$ cat src/rtl/match_controller.sv
// Pong match sequencer: divides clk down to the game tick, gates ball motion,
// judges paddle contacts at the paddle lines, keeps score and drives serve/game-over.
module match_controller #(
  parameter int TICK_DIV    = 131072,
  parameter int SERVE_DELAY = 64,
  parameter int WIN_SCORE   = 9,
  parameter int PAD_HEIGHT  = 48,
  parameter int PAD_X_LEFT  = 20,
  parameter int PAD_X_RIGHT = 610
) (
  input  logic       clk,
  input  logic       rst,
  input  logic       start,
  input  logic [9:0] ball_x,
  input  logic [8:0] ball_y,
  input  logic [9:0] pad_left,
  input  logic [9:0] pad_right,
  output logic       tick,
  output logic       run,
  output logic       serve,
  output logic       serve_dir,
  output logic       bounce_x,
  output logic [3:0] score_left,
  output logic [3:0] score_right,
  output logic       game_over,
  output logic       winner,
  output logic [2:0] state
);

  typedef enum logic [2:0] {
    IDLE  = 3'd0,
    SERVE = 3'd1,
    PLAY  = 3'd2,
    POINT = 3'd3,
    OVER  = 3'd4
  } state_t;

  localparam int CNT_W = $clog2(TICK_DIV);
  localparam int SC_W  = (SERVE_DELAY > 1) ? $clog2(SERVE_DELAY) : 1;

  state_t            st;
  logic [CNT_W-1:0]  tick_cnt;
  logic [SC_W-1:0]   serve_cnt;
  logic              armed_left;
  logic              armed_right;
  logic              scorer;

  assign state = st;

  // Paddle spans are formed in 11 bits so a paddle near the bottom never wraps.
  logic [10:0] ball_y_w;
  logic [10:0] pad_left_end;
  logic [10:0] pad_right_end;
  logic        hit_left;
  logic        hit_right;
  logic        zone_left;
  logic        zone_right;
  logic        mid_court;
  logic [3:0]  cur_score;
  logic [3:0]  next_score;

  assign ball_y_w      = {2'b00, ball_y};
  assign pad_left_end  = {1'b0, pad_left}  + 11'(PAD_HEIGHT);
  assign pad_right_end = {1'b0, pad_right} + 11'(PAD_HEIGHT);
  assign hit_left      = (ball_y_w >= {1'b0, pad_left})  && (ball_y_w < pad_left_end);
  assign hit_right     = (ball_y_w >= {1'b0, pad_right}) && (ball_y_w < pad_right_end);
  assign zone_left     = armed_left  && (ball_x <= 10'(PAD_X_LEFT));
  assign zone_right    = armed_right && (ball_x >= 10'(PAD_X_RIGHT));
  assign mid_court     = (ball_x > 10'(PAD_X_LEFT)) && (ball_x < 10'(PAD_X_RIGHT));
  assign cur_score     = scorer ? score_right : score_left;
  assign next_score    = (cur_score == 4'hF) ? cur_score : cur_score + 4'd1;

  always_ff @(posedge clk or posedge rst) begin
    if (rst) begin
      tick_cnt <= '0;
      tick     <= 1'b0;
    end else begin
      // NOTE: sequential state uses non-blocking assignments so every register
      // samples the pre-edge values regardless of statement order.
      tick <= (tick_cnt == CNT_W'(TICK_DIV - 1));
      if (tick_cnt == CNT_W'(TICK_DIV - 1)) tick_cnt <= '0;
      else                                  tick_cnt <= tick_cnt + CNT_W'(1);
    end
  end

  always_ff @(posedge clk or posedge rst) begin
    if (rst) begin
      st          <= IDLE;
      run         <= 1'b0;
      serve       <= 1'b0;
      serve_dir   <= 1'b1;
      bounce_x    <= 1'b0;
      score_left  <= '0;
      score_right <= '0;
      game_over   <= 1'b0;
      winner      <= 1'b0;
      armed_left  <= 1'b1;
      armed_right <= 1'b1;
      serve_cnt   <= '0;
      scorer      <= 1'b0;
    end else begin
      serve    <= 1'b0;
      bounce_x <= 1'b0;
      case (st)
        IDLE: begin
          if (start) begin
            st        <= SERVE;
            serve     <= 1'b1;
            serve_dir <= 1'b1;
            serve_cnt <= '0;
          end
        end
        SERVE: begin
          if (tick) begin
            if (serve_cnt == SC_W'(SERVE_DELAY - 1)) begin
              st          <= PLAY;
              run         <= 1'b1;
              armed_left  <= 1'b1;
              armed_right <= 1'b1;
            end else begin
              serve_cnt <= serve_cnt + SC_W'(1);
            end
          end
        end
        PLAY: begin
          if (tick) begin
            if (zone_left) begin
              if (hit_left) begin
                bounce_x   <= 1'b1;
                armed_left <= 1'b0;
              end else begin
                scorer <= 1'b1;
                st     <= POINT;
                run    <= 1'b0;
              end
            end else if (zone_right) begin
              if (hit_right) begin
                bounce_x    <= 1'b1;
                armed_right <= 1'b0;
              end else begin
                scorer <= 1'b0;
                st     <= POINT;
                run    <= 1'b0;
              end
            end else if (mid_court) begin
              armed_left  <= 1'b1;
              armed_right <= 1'b1;
            end
          end
        end
        POINT: begin
          if (scorer) score_right <= next_score;
          else        score_left  <= next_score;
          if (next_score == 4'(WIN_SCORE)) begin
            st        <= OVER;
            game_over <= 1'b1;
            winner    <= scorer;
          end else begin
            // The player who conceded receives the next serve.
            st        <= SERVE;
            serve     <= 1'b1;
            serve_dir <= ~scorer;
            serve_cnt <= '0;
          end
        end
        OVER: begin
          if (start) begin
            score_left  <= '0;
            score_right <= '0;
            game_over   <= 1'b0;
            st          <= SERVE;
            serve       <= 1'b1;
            serve_dir   <= 1'b1;
            serve_cnt   <= '0;
          end
        end
        default: st <= IDLE;
      endcase
    end
  end

endmodule

$ cat config.mk
export PLATFORM = sky130hd
export DESIGN_NAME = match_controller
export DESIGN_NICKNAME = d
export VERILOG_FILES = /design/src/rtl/match_controller.sv
export SDC_FILE = /design/constraint.sdc
export NUM_CORES = 1
export LEC_CHECK = 0
export CAP_MARGIN = 20
export CELL_PAD_IN_SITES_DETAIL_PLACEMENT = 0
export CELL_PAD_IN_SITES_GLOBAL_PLACEMENT = 2
export CORE_UTILIZATION = 32
export DETAILED_ROUTE_END_ITERATION = 6
export GPL_TIMING_DRIVEN = 0
export PLACE_DENSITY = 0.78
export SYNTH_ARGS = -nofsm -noshare
export SYNTH_HDL_FRONTEND = slang
export SYNTH_SLANG_ARGS = --single-unit
$ cat constraint.sdc
create_clock -name clk -period 3.04 [get_ports clk]
set_input_delay 0.456 -clock clk [delete_from_list [all_inputs] [get_ports clk]]
set_output_delay 0.456 -clock clk [all_outputs]
set_load 0.01 [all_outputs]
==> flow_summary.ini <==
[power_and_ir_drop]
p_sw_uw = 330
power_density_nw_per_um2 = 309
p_sw_frac = 0.263
leakage_uw = 0.00181
p_comb_frac = 0.197
pwr-share-clk = 0.321
ir_worst_vdd_uv = 171
seq_power_share = 0.482
p_int_uw = 924

[finish]
ff_latch_area_um2 = 1100
final_cell_mix = clkdlybuf4s50_1 (58), dfrtp_1 (41), ha_1 (35)
areaGrowthSynthToFinish_pct = 27.7
num_antenna_cells = 0
multi_input_area_um2 = 1960
drive_gt1_frac = 0.0742
final_common_cell = clkdlybuf4s50_1
fill_cells = 950
postLayoutCellArea_um2 = 4050
layout.nets = 495

[grt]
grt-ovfl-total = 0
grt_max_degree = 25
grt_antenna_before_repair = 0
grt_pass1_wl_um = 12300
grt_usage = 0.152
grt_pass1_vias = 2535

[worst_setup_path]
timing.rr.start = scorer
timing.rr.end = serve_dir
r2r_cells = 10
crit_type = in2reg
critical_path.max_fanout = 4
reg2reg_slack_ps = 430
crit_path_end_kind = flip-flop
crit_arrival_ps = 3100
crit_required_ps = 3230
critPathLaunchType = primary input

[yosys]
ys_seq_elements = 44
yosys_warnings = 0
synth-edff-count = 0
synth_area_um2 = 3180
yosysUniqueCellTypes = 54
yosysSeqAreaShare = 0.348
synth_fp_nets = 428
syn_avg_cell_area_um2 = 9.05
synthCells = 351
synth_flop_cell = dfrtp_1
async_reset_ff_frac = 1.00

[timing]
fin_crit_ps = 2910
slew_headroom = 0.674
drv_slew = 0
rsz0062_at_grt = no
layout_setup_ws_ps = 132
setup_viol = 0
hold_violations = 0
finalCritPeriodShare = 0.957
fmax_mhz = 344
finClkSkew_ps = 2.78
worst_pin_slew_ps = 489

[detailed_routing]
viasPerCell = 4.94
vias = 2700
route.antenna.remaining_nets = 0
drt-total-wl_um = 7520
drc = 0
first_pass_iters = 4
routedWlPerCell_um = 13.7
drtIter0Drc = 78

[cts]
cts_buffers = 5
postCtsSetupBuffers = 0
cts_tree = built
cts.sinks = 44
cts-root-buf = clkbuf_8
cts.path.max_buffers = 2
clkTransAtPathRegs_ps = 80
htreeDepth = 2
clock_latency_ps = 290

[die]
start_util = 0.337
die_height_um = 102
dieArea_um2 = 10300
pin_count = 60
rows = 35
die_w_um = 102
fp.coreArea_um2 = 9420

[hold_path]
hold_path_class = reg2reg
holdPathStages = 1
hp-start = tick_cnt[0]
holdPathEnd = tick_cnt[0]

[place]
place_congestion = 0.778
io_buffers = 59
dpl-instance-area_um2 = 3950
hpwl_um = 6050
dp_slack_ps = -243

[outcome]
outcome = finished, final reports clean

[flow_run]
max_cap_violations = 0
==> metal layers <==
layer,track usage,vias to the layer above,share of wire
met5,0,-,0
met4,0.0334,0,0.0060
met3,0.0262,5,0.025
met2,0.236,32,0.45
met1,0.219,1262,0.52
li1,-,1401,-
==> layout make-up <==
| type | count | share of cell area |
|---|---|---|
| Tap cell | 129 | 0.0398 |
| Multi-Input combinational cell | 275 | 0.483 |
| Buffer | 7 | 0.00679 |
| Sequential cell | 44 | 0.273 |
| Clock buffer | 7 | 0.0238 |
| Inverter | 25 | 0.0231 |
| Timing Repair Buffer | 60 | 0.151 |
==> critical path, cell delays in order <==
cell and delay (ps):
clkdlybuf4s50_1 540, inv_1 90, ha_1 250, xor2_1 160
ha_1 300, a21o_1 190, a211oi_1 270, a21oi_2 110
nor4_4 340, nor3_2 110, a32o_2 280
==> worst max path at each step <==
stage,from,end,slack (ps),cells past startpoint
after global placement,pad_right[4],scorer,-260,12
after global routing,pad_left[4],scorer,9,11
after floorplan,pad_right[4],scorer,560,11
final,pad_left[4],scorer,130,11
after CTS,pad_right[4],scorer,70,12
after detailed placement,pad_right[4],scorer,-240,12
==> through the flow <==
stage	hold slack, ps	power (µW)	instances	utilization	setup TNS (ps)
floorplan	448	750	351	-	0
global placement	464	855	539	0.417	-734
detailed placement	471	862	540	0.419	-651
CTS	484	1270	547	0.430	0
global route	508	1320	547	0.431	0
finish	484	1250	547	0.431	0
==> sequential cells by signal (all words and copies together) (netlist names), 3 cells and up <==
signal / flops
tick_cnt: 17
score_left: 4
serve_cnt: 6
score_right: 4
state: 3
==> power by group through the flow <==
stage               clock network (µW)  registers [µW]  logic [µW]
floorplan                            0             615         135
global placement                     0             616         239
detailed placement                   0             616         246
CTS                                415             604         247
global route                       444             606         275
finish                             402             604         247
==> synthesized netlist by cell type (all sizes together), types with 2 or more instances <==
library cell	count	area, µm²
dfrtp	41	1030
ha	35	438
nor2	34	128
nand2	26	100
o21ai	26	130
inv	25	93.8
nand3	21	105
a21oi	20	104
mux2	11	124
xor2	11	96.3
xnor2	9	78.8
a211oi	7	65.1
a31oi	7	43.8
clkbuf	6	22.5
nand2b	6	40.0
nor3	6	35.0
a21o	5	37.5
and3	5	31.3
mux2i	5	50.1
a41oi	3	26.3
dfstp	3	78.8
nor2b	3	18.8
o21a	3	22.5
a22o	2	17.5
nand3b	2	15.0
nand4	2	12.5
nand4b	2	17.5
nor4	2	27.5
o2111ai	2	17.5
o211ai	2	15.0
o22ai	2	12.5
o31ai	2	15.0
or3	2	12.5
or4	2	18.8
==> what timing repair did <==
action / CTS / global route
endpoints found under the setup margin: 0 / 3
hold buffers: 0 / 0
resized for setup: 0 / 2
==> cell families (layout without fill, tap and decap cells) <==
| family | count (synthesis) | after routing | share of synthesized area |
|---|---|---|---|
| simple gates | 116 | 116 | 0.184 |
| compound gates | 88 | 88 | 0.182 |
| flops | 44 | 44 | 0.348 |
| fa+ha+maj | 35 | 35 | 0.138 |
| buf+inv | 32 | 99 | 0.0382 |
| xor+xnor | 20 | 20 | 0.0552 |
| mux | 16 | 16 | 0.0548 |
Power figures use the tool's default switching activity.
